$ cat src/rtl/dfh_csr_responder_if.sv
// Request/completion bus between the PF/VF mux (master) and a DFH CSR endpoint (slave).
// One request slot with valid/ready; reads return in-order tagged completions.
interface dfh_csr_responder_if #(
    parameter int ADDR_W = 16
);
    logic              req_valid;
    logic              req_ready;
    logic              req_write;
    logic [ADDR_W-1:0] req_addr;
    logic [63:0]       req_wdata;
    logic [7:0]        req_wstrb;
    logic [7:0]        req_tag;

    logic              rsp_valid;
    logic              rsp_ready;
    logic [63:0]       rsp_data;
    logic [7:0]        rsp_tag;
    logic              rsp_unmapped;

    modport master (
        output req_valid, req_write, req_addr, req_wdata, req_wstrb, req_tag, rsp_ready,
        input  req_ready, rsp_valid, rsp_data, rsp_tag, rsp_unmapped
    );

    modport slave (
        input  req_valid, req_write, req_addr, req_wdata, req_wstrb, req_tag, rsp_ready,
        output req_ready, rsp_valid, rsp_data, rsp_tag, rsp_unmapped
    );
endinterface

$ cat src/rtl/dfh_csr_responder.sv
// DFH CSR endpoint: DFH header, GUID, scratch; DFH_CSR_ACCESS_CNT_EN adds read/write counters at CNT_ADDR.
// Read data one cycle after acceptance; req_ready = !rsp_valid || rsp_ready, writes posted.
module dfh_csr_responder #(
    parameter int                ADDR_W          = 16,
    parameter logic [127:0]      FEATURE_GUID    = 128'h0,
    parameter logic [11:0]       FEATURE_ID      = 12'h0,
    parameter logic [3:0]        FEATURE_REV     = 4'h0,
    parameter logic [3:0]        FEATURE_TYPE    = 4'h1,
    parameter logic [23:0]       NEXT_DFH_OFFSET = 24'h0,
    parameter bit                END_OF_LIST     = 1'b1,
    parameter logic [ADDR_W-1:0] SCRATCH_ADDR    = 'h100,
    parameter logic [ADDR_W-1:0] CNT_ADDR        = 'h38
) (
    input logic                clk,
    input logic                rst_n,
    dfh_csr_responder_if.slave bus
);

    typedef enum logic [0:0] {
        ST_IDLE = 1'b0,
        ST_RSP  = 1'b1
    } state_t;

    localparam logic [63:0] DFH_VAL = {FEATURE_TYPE, 19'b0, END_OF_LIST, NEXT_DFH_OFFSET,
                                       FEATURE_REV, FEATURE_ID};

    localparam logic [ADDR_W-4:0] W_DFH    = '0;
    localparam logic [ADDR_W-4:0] W_GUID_L = (ADDR_W-3)'(1);
    localparam logic [ADDR_W-4:0] W_GUID_H = (ADDR_W-3)'(2);
    localparam logic [ADDR_W-4:0] W_SCR    = SCRATCH_ADDR[ADDR_W-1:3];
    localparam logic [ADDR_W-4:0] W_CNT    = CNT_ADDR[ADDR_W-1:3];

    state_t            r_state;
    state_t            w_state_nxt;
    logic              r_live;
    logic              w_load;
    logic              w_req_ready;
    logic              w_acc;
    logic              w_rd_acc;
    logic              w_wr_acc;
    logic [ADDR_W-4:0] w_word;
    logic [63:0]       w_rd_data;
    logic              w_rd_unmapped;
    logic [63:0]       w_cnt_val;
    logic              w_cnt_mapped;
    logic [63:0]       r_scratch;
    logic [63:0]       r_rsp_data;
    logic [7:0]        r_rsp_tag;
    logic              r_rsp_unmapped;
    logic              w_unused_ok;

    // Byte offset within the 64-bit word carries no meaning for this register file.
    assign w_unused_ok = ^bus.req_addr[2:0];
    assign w_word      = bus.req_addr[ADDR_W-1:3];

    // r_live holds req_ready low until the first clock after reset release.
    always_ff @(posedge clk or negedge rst_n) begin
        if (!rst_n) begin
            r_live <= 1'b0;
        end else begin
            r_live <= 1'b1;
        end
    end

    assign w_req_ready = r_live && ((r_state == ST_IDLE) || bus.rsp_ready);
    assign w_acc       = bus.req_valid && w_req_ready;
    assign w_rd_acc    = w_acc && !bus.req_write;
    assign w_wr_acc    = w_acc && bus.req_write;

    always_ff @(posedge clk or negedge rst_n) begin
        if (!rst_n) begin
            r_state <= ST_IDLE;
        end else begin
            r_state <= w_state_nxt;
        end
    end

    always_comb begin
        w_state_nxt = r_state;
        w_load      = 1'b0;
        case (r_state)
            ST_IDLE: begin
                if (w_rd_acc) begin
                    w_state_nxt = ST_RSP;
                    w_load      = 1'b1;
                end
            end
            ST_RSP: begin
                if (bus.rsp_ready) begin
                    if (w_rd_acc) begin
                        w_state_nxt = ST_RSP;
                        w_load      = 1'b1;
                    end else begin
                        w_state_nxt = ST_IDLE;
                    end
                end
            end
            default: begin
                w_state_nxt = ST_IDLE;
            end
        endcase
    end

`ifdef DFH_CSR_ACCESS_CNT_EN
    logic [31:0] r_rd_cnt;
    logic [31:0] r_wr_cnt;
    logic        w_cnt_clr;

    assign w_cnt_clr = w_wr_acc && (w_word == W_CNT) && (bus.req_wstrb == 8'hFF)
                       && (bus.req_wdata == '1);

    // A clear takes priority over counting the clearing write itself.
    always_ff @(posedge clk or negedge rst_n) begin
        if (!rst_n) begin
            r_rd_cnt <= '0;
            r_wr_cnt <= '0;
        end else if (w_cnt_clr) begin
            r_rd_cnt <= '0;
            r_wr_cnt <= '0;
        end else begin
            if (w_rd_acc && (r_rd_cnt != '1)) begin
                r_rd_cnt <= r_rd_cnt + 32'd1;
            end
            if (w_wr_acc && (r_wr_cnt != '1)) begin
                r_wr_cnt <= r_wr_cnt + 32'd1;
            end
        end
    end

    assign w_cnt_val    = {r_rd_cnt, r_wr_cnt};
    assign w_cnt_mapped = 1'b1;
`else
    assign w_cnt_val    = '0;
    assign w_cnt_mapped = 1'b0;
`endif

    always_comb begin
        w_rd_data     = '0;
        w_rd_unmapped = 1'b0;
        if (w_word == W_DFH) begin
            w_rd_data = DFH_VAL;
        end else if (w_word == W_GUID_L) begin
            w_rd_data = FEATURE_GUID[63:0];
        end else if (w_word == W_GUID_H) begin
            w_rd_data = FEATURE_GUID[127:64];
        end else if (w_word == W_SCR) begin
            w_rd_data = r_scratch;
        end else if (w_word == W_CNT) begin
            w_rd_data     = w_cnt_val;
            w_rd_unmapped = !w_cnt_mapped;
        end else begin
            w_rd_unmapped = 1'b1;
        end
    end

    always_ff @(posedge clk or negedge rst_n) begin
        if (!rst_n) begin
            r_scratch <= '0;
        end else if (w_wr_acc && (w_word == W_SCR)) begin
            for (int i = 0; i < 8; i++) begin
                if (bus.req_wstrb[i]) begin
                    r_scratch[8*i +: 8] <= bus.req_wdata[8*i +: 8];
                end
            end
        end
    end

    // Response registers reload only on an accepted read, so they hold during a stall.
    always_ff @(posedge clk or negedge rst_n) begin
        if (!rst_n) begin
            r_rsp_data     <= '0;
            r_rsp_tag      <= '0;
            r_rsp_unmapped <= 1'b0;
        end else if (w_load) begin
            r_rsp_data     <= w_rd_data;
            r_rsp_tag      <= bus.req_tag;
            r_rsp_unmapped <= w_rd_unmapped;
        end
    end

    assign bus.req_ready    = w_req_ready;
    assign bus.rsp_valid    = (r_state == ST_RSP);
    assign bus.rsp_data     = r_rsp_data;
    assign bus.rsp_tag      = r_rsp_tag;
    assign bus.rsp_unmapped = r_rsp_unmapped;

endmodule

$ cat src/flat_wrapper.sv
// flat-port wrapper written by rule: the top's interface ports become plain ports
module dfh_csr_responder_flat 
#(
    parameter int                ADDR_W          = 16,
    parameter logic [127:0]      FEATURE_GUID    = 128'h0,
    parameter logic [11:0]       FEATURE_ID      = 12'h0,
    parameter logic [3:0]        FEATURE_REV     = 4'h0,
    parameter logic [3:0]        FEATURE_TYPE    = 4'h1,
    parameter logic [23:0]       NEXT_DFH_OFFSET = 24'h0,
    parameter bit                END_OF_LIST     = 1'b1,
    parameter logic [ADDR_W-1:0] SCRATCH_ADDR    = 'h100,
    parameter logic [ADDR_W-1:0] CNT_ADDR        = 'h38
)
  (clk, rst_n, bus_req_valid, bus_req_write, bus_req_addr, bus_req_wdata, bus_req_wstrb, bus_req_tag, bus_rsp_ready, bus_req_ready, bus_rsp_valid, bus_rsp_data, bus_rsp_tag, bus_rsp_unmapped);
  dfh_csr_responder_if #(.ADDR_W(ADDR_W)) bus_i ();
  input logic clk;
  input logic rst_n;
  input wire logic [$bits(bus_i.req_valid)-1:0] bus_req_valid;
  input wire logic [$bits(bus_i.req_write)-1:0] bus_req_write;
  input wire logic [$bits(bus_i.req_addr)-1:0] bus_req_addr;
  input wire logic [$bits(bus_i.req_wdata)-1:0] bus_req_wdata;
  input wire logic [$bits(bus_i.req_wstrb)-1:0] bus_req_wstrb;
  input wire logic [$bits(bus_i.req_tag)-1:0] bus_req_tag;
  input wire logic [$bits(bus_i.rsp_ready)-1:0] bus_rsp_ready;
  output wire logic [$bits(bus_i.req_ready)-1:0] bus_req_ready;
  output wire logic [$bits(bus_i.rsp_valid)-1:0] bus_rsp_valid;
  output wire logic [$bits(bus_i.rsp_data)-1:0] bus_rsp_data;
  output wire logic [$bits(bus_i.rsp_tag)-1:0] bus_rsp_tag;
  output wire logic [$bits(bus_i.rsp_unmapped)-1:0] bus_rsp_unmapped;
  assign bus_i.req_valid = bus_req_valid;
  assign bus_i.req_write = bus_req_write;
  assign bus_i.req_addr = bus_req_addr;
  assign bus_i.req_wdata = bus_req_wdata;
  assign bus_i.req_wstrb = bus_req_wstrb;
  assign bus_i.req_tag = bus_req_tag;
  assign bus_i.rsp_ready = bus_rsp_ready;
  assign bus_req_ready = bus_i.req_ready;
  assign bus_rsp_valid = bus_i.rsp_valid;
  assign bus_rsp_data = bus_i.rsp_data;
  assign bus_rsp_tag = bus_i.rsp_tag;
  assign bus_rsp_unmapped = bus_i.rsp_unmapped;
  dfh_csr_responder #(.ADDR_W(ADDR_W), .FEATURE_GUID(FEATURE_GUID), .FEATURE_ID(FEATURE_ID), .FEATURE_REV(FEATURE_REV), .FEATURE_TYPE(FEATURE_TYPE), .NEXT_DFH_OFFSET(NEXT_DFH_OFFSET), .END_OF_LIST(END_OF_LIST), .SCRATCH_ADDR(SCRATCH_ADDR), .CNT_ADDR(CNT_ADDR)) u_core (.clk(clk), .rst_n(rst_n), .bus(bus_i));
endmodule
$ cat config.mk
export PLATFORM = sky130hd
export DESIGN_NAME = dfh_csr_responder_flat
export DESIGN_NICKNAME = d
export VERILOG_FILES = /design/src/rtl/dfh_csr_responder_if.sv /design/src/rtl/dfh_csr_responder.sv /design/src/flat_wrapper.sv
export SDC_FILE = /design/constraint.sdc
export NUM_CORES = 1
export LEC_CHECK = 0
export ABC_AREA = 1
export CORE_MARGIN = 4
export CORE_UTILIZATION = 51
export DETAILED_ROUTE_END_ITERATION = 16
export GPL_TIMING_DRIVEN = 1
export PLACE_DENSITY = 0.85
export SYNTH_ARGS = -nofsm -noshare
export SYNTH_HDL_FRONTEND = slang
export SYNTH_SLANG_ARGS = --single-unit
$ cat constraint.sdc
create_clock -name clk -period 2.5 [get_ports clk]
set_input_delay 0.25 -clock clk [delete_from_list [all_inputs] [get_ports clk]]
set_output_delay 0.25 -clock clk [all_outputs]
set_load 0.02 [all_outputs]
### Word level (Yosys, flattened, before mapping)

Index checks and enable logic that the tools add are counted.
Widths: inputs -> output; s select.

* word-level logic and storage cells: 46
* flip-flop bits (word level): 139
* input bits: 101
* output and inout bits: 75

* reductions and logical operators: 16
* equality and inequality tests: 3
* bitwise operators: 1
* multiplexer cells: 13

Operator list (count)
* $mux 64: 4
* $reduce_and 2->1: 8
* $eq 13x1->1 const B: 1
* $eq 13x2->1 const B: 1
* $eq 13x6->1 const B: 1
* $logic_not 13->1: 1
* $mux 1: 7
* $logic_and 1x1->1: 5
* $pmux 1 s2: 2
* $logic_not 1->1: 1
* $logic_or 1x1->1: 1
* $not 1->1: 1

### Depth between registers and ports, before layout

* word-level depth: 8
* depth in mapped cells: 9
* mapped depth without buffers: 8

### Least setup slack after synthesis

OpenSTA, ideal clock, no wires.

* path type: reg-to-reg
* from: reg u_core.r_state (netlist: u_core.bus.rsp_valid)
* to: reg u_core.r_scratch[32]
* data required time: 2435 ps
* arrival time: 1357 ps
* setup time: 65 ps
* setup slack: 1078 ps
* path buffers: 2
* clock period less this slack: 1422 ps
* cell stages (with the launch flop): 8
* cell sequence: dfrtp_1 nand2_2 nand3_2 nor2_4 buf_6 clkbuf_4 nand4_1 nand2_1

* longest elaborated chain between the ends: 7

Ends and longest elaborated chain
* start, declared: line dfh_csr_responder.sv:33 `state_t r_state;`
* start signal, assigned: line dfh_csr_responder.sv:74 `r_state <= w_state_nxt;`
* $not 1->1: line dfh_csr_responder.sv:65 `assign w_req_ready = r_live && ((r_state == ST_IDLE) || bus.rsp_ready);`
* $logic_or 1x1->1: line dfh_csr_responder.sv:65
* $logic_and 1x1->1: line dfh_csr_responder.sv:65
* $logic_and 1x1->1: line dfh_csr_responder.sv:66 `assign w_acc = bus.req_valid && w_req_ready;`
* $logic_and 1x1->1: line dfh_csr_responder.sv:68 `assign w_wr_acc = w_acc && bus.req_write;`
* $logic_and 1x1->1: line dfh_csr_responder.sv:159 `end else if (w_wr_acc && (w_word == W_SCR)) begin`
* $reduce_and 2->1 (no source line)
* end signal, assigned by index: line dfh_csr_responder.sv:162 `r_scratch[8*i +: 8] <= bus.req_wdata[8*i +: 8];`
* end, declared: line dfh_csr_responder.sv:46 `logic [63:0] r_scratch;`

No other way between the ends.
A chain may end at the register's enable or synchronous reset.

### Final worst setup path

* from: reg u_core.r_state (netlist: u_core.bus.rsp_valid)
* to: out bus_req_ready

* longest elaborated chain between the ends: 3

Ends and longest elaborated chain
* $not 1->1: line dfh_csr_responder.sv:65
* $logic_or 1x1->1: line dfh_csr_responder.sv:65
* $logic_and 1x1->1: line dfh_csr_responder.sv:65
* end, declared: line flat_wrapper.sv:25 `output wire logic [$bits(bus_i.req_ready)-1:0] bus_req_ready;`

No other way between the ends.

==> metrics <==
port buffer count 172; Crit Path Category flip-flop to output pin; flop-to-flop setup slack 0.79 ns; top-count cell post-synth nand2_1; Synthesis Warnings 0; largest area contributor in the synthesized netlist dfrtp_1; status completed; peak supply drop about 0.00061 V; clock buffer depth 2; # Max-Cap Violations 0; hpwl dp 10700 µm; #FFs+latches synth ~140; leakage power 4.18 nW; Initial Util 0.522; vias in the first global route 5286; Post-CTS Setup Inserts 0; Total Routing Usage GR 0.245; Syn Area/Cell 9.15 µm²; wire per inst 16.5 µm; synth unique cells 22; Worst slew margin 0.603; layout cells sized above 1 0.0657; CORE AREA approximately 0.011 mm²; Fin. Hold Viols 0; count of final max-slew check failures 0; CTS root buffer clkbuf_16; first-pass GRT wire length around 26000 µm; Die ar. 0.0135 mm²; Tmin final 1.86 ns; Fin Setup TNS 0 ns; Worst Setup Slack, final 0.642 ns; unrepaired setup endpoints after global routing false; initial antenna violation count 0; Synth top area share 0.581; CTS tree done; diode count 0; Gate power share 0.080; Synthesized Nets 755; Mapped Area between 0.005 and 0.006 mm²; CP max stage delay 0.63 ns; number of synthesized flops with an enable pin 0; Final setup viols 0; Post-Syn Instances 654; Clock Power Share 0.483; switching share of total power 0.220; post-route ant nets 0; die height between 100 and 150 µm; critical path arrival about 1.6 ns; ys async rst share 1.00; DR pass1 iterations 7; Reg power frac 0.436; vias per cell approximately 5.4; CTS Sinks approximately 140; pin count of the biggest net entering global routing 85; post-synthesis sequential area ratio 0.581; maximum clock rate 538 MHz; ys flop type dfrtp_1; drc violations 0; H-tree depth 4; CP Cell Sequence a21boi_0, clkdlybuf4s50_1; startpoint class of the critical path flip-flop; Iteration-0 DRC Markers 471; row cnt 39; die width 116 µm; type of the most critical hold path input port to flip-flop; worst slack, placed 0.315 ns; Routed WL 15900 µm; Internal Power 4.10 mW; Via Count 5230; Worst Skew between 0.007 and 0.008 ns; cts bufs inserted 17; CP required 2.25 ns; P&R area growth vs syn 37.2%; worst slew pin tran a little under 0.6 ns; Ports 176; fin nets ~910; Post-synth top cells nand2_1 (298), dfrtp_1 (139), nand3_1 (71); fin crit share 0.743; clk slew on worst S/H paths roughly 0.060 ns; # fillers roughly 900; leading post-synthesis cells by cell area dfrtp_1 (58%), nand2_1 (19%), nand4_1 (6.9%); PwrDens roughly 640 mW/mm²; WHS 0.382 ns; Psw 1.16 mW; critical path's slowest cell clkdlybuf4s50_1; clock latency at the later pin of the worst-skew pair 0.41 ns; total gr overflow 0; CP Capture Type output pin; Crit Path Max Fanout 3; gp weighted congestion 0.856
[per-layer routing]
metal	share of wire	routed length, µm	global-route usage
met2	0.51	8190	0.410
met4	0.035	558	0.118
met3	0.055	870	0.0492
met1	0.40	6310	0.306
met5	0	0	0
[area by class of cell]
class	instances	area (µm²)	area share
clock buffer	20	457	0.0556
sequential	139	3480	0.424
tap	143	179	0.0218
multi-input combinational	457	2040	0.249
inverter	13	48.8	0.00594
clock inverter	11	144	0.0175
timing repair buffer	182	1860	0.227
[layout by cell type, fill, tap and decap left out, drive strengths merged]
cell type	count
a21boi	1
buf	10
bufinv	3
clkbuf	20
clkdlybuf4s50	171
clkinv	3
clkinvlp	4
conb	1
dfrtp	139
dlygate4sd3	1
inv	14
nand2	301
nand3	74
nand4	66
nor2	14
[logic make-up (layout without fill, tap and decap cells)]
logic type | after synthesis | in the layout | share of synthesized area
and+or+nand+nor | 455 | 455 | 0.338
DFF | 139 | 139 | 0.581
buffers and inverters | 58 | 226 | 0.0788
other | 1 | 1 | 0.000627
AOI/OAI and AO/OA | 1 | 1 | 0.00125
[worst max-delay path, delay by kind of cell (launching register included)]
kind                   cells  cell delay, ns
buffers and inverters      1            0.63
AO/OA/AOI/OAI              1            0.17
flip-flops                 1            0.40
[timing repair]
item / 4_1_cts / 5_1_grt
resized for setup: 0 / 0
hold endpoints to repair: 62 / 0
hold buffers: 1 / 0
endpoints found under the setup margin: 0 / 0
[power by group through the flow]
stage | registers, mW | clock network [mW] | logic [mW]
after floorplan | 2.37 | 0 | 0.104
after global placement | 2.33 | 0 | 0.411
after detailed placement | 2.33 | 0 | 0.422
after CTS | 2.30 | 2.56 | 0.427
after global routing | 2.30 | 2.69 | 0.455
final | 2.30 | 2.54 | 0.423
[per-stage QoR]
step | util | area [µm²] | cells | power, mW
6_report | 0.716 | 8210 | 965 | 5.26
4_1_cts | 0.716 | 8210 | 965 | 5.29
2_1_floorplan | - | 5980 | 654 | 2.47
3_5_place_dp | 0.663 | 7600 | 933 | 2.76
5_1_grt | 0.716 | 8210 | 965 | 5.44
3_3_place_gp | 0.663 | 7600 | 933 | 2.74
[registers in the layout (all words and copies together), names as in the netlist]
signal,cells
u_core.r_scratch,64
u_core.bus.rsp_data,64
u_core.bus.rsp_tag,8
u_core.bus.rsp_valid,1
u_core.r_live,1
u_core.bus.rsp_unmapped,1
[path summary, 6_finish.rpt]
| path | startpoint | end | depth (start not counted) |
|---|---|---|---|
| worst min register to register | u_core.r_scratch[63] | u_core.r_scratch[63] | 2 |
| worst max register to register | u_core.bus.rsp_valid | u_core.r_scratch[46] | 7 |
| worst max-delay path | u_core.bus.rsp_valid | bus_req_ready | 2 |
| min in group asynchronous | rst_n | u_core.r_scratch[44] | 2 |
| worst min-delay path | bus_req_tag[0] | u_core.bus.rsp_tag[0] | 3 |
| max in group asynchronous | rst_n | u_core.bus.rsp_data[1] | 3 |
Note: power is estimated with default switching activity, not from simulation.
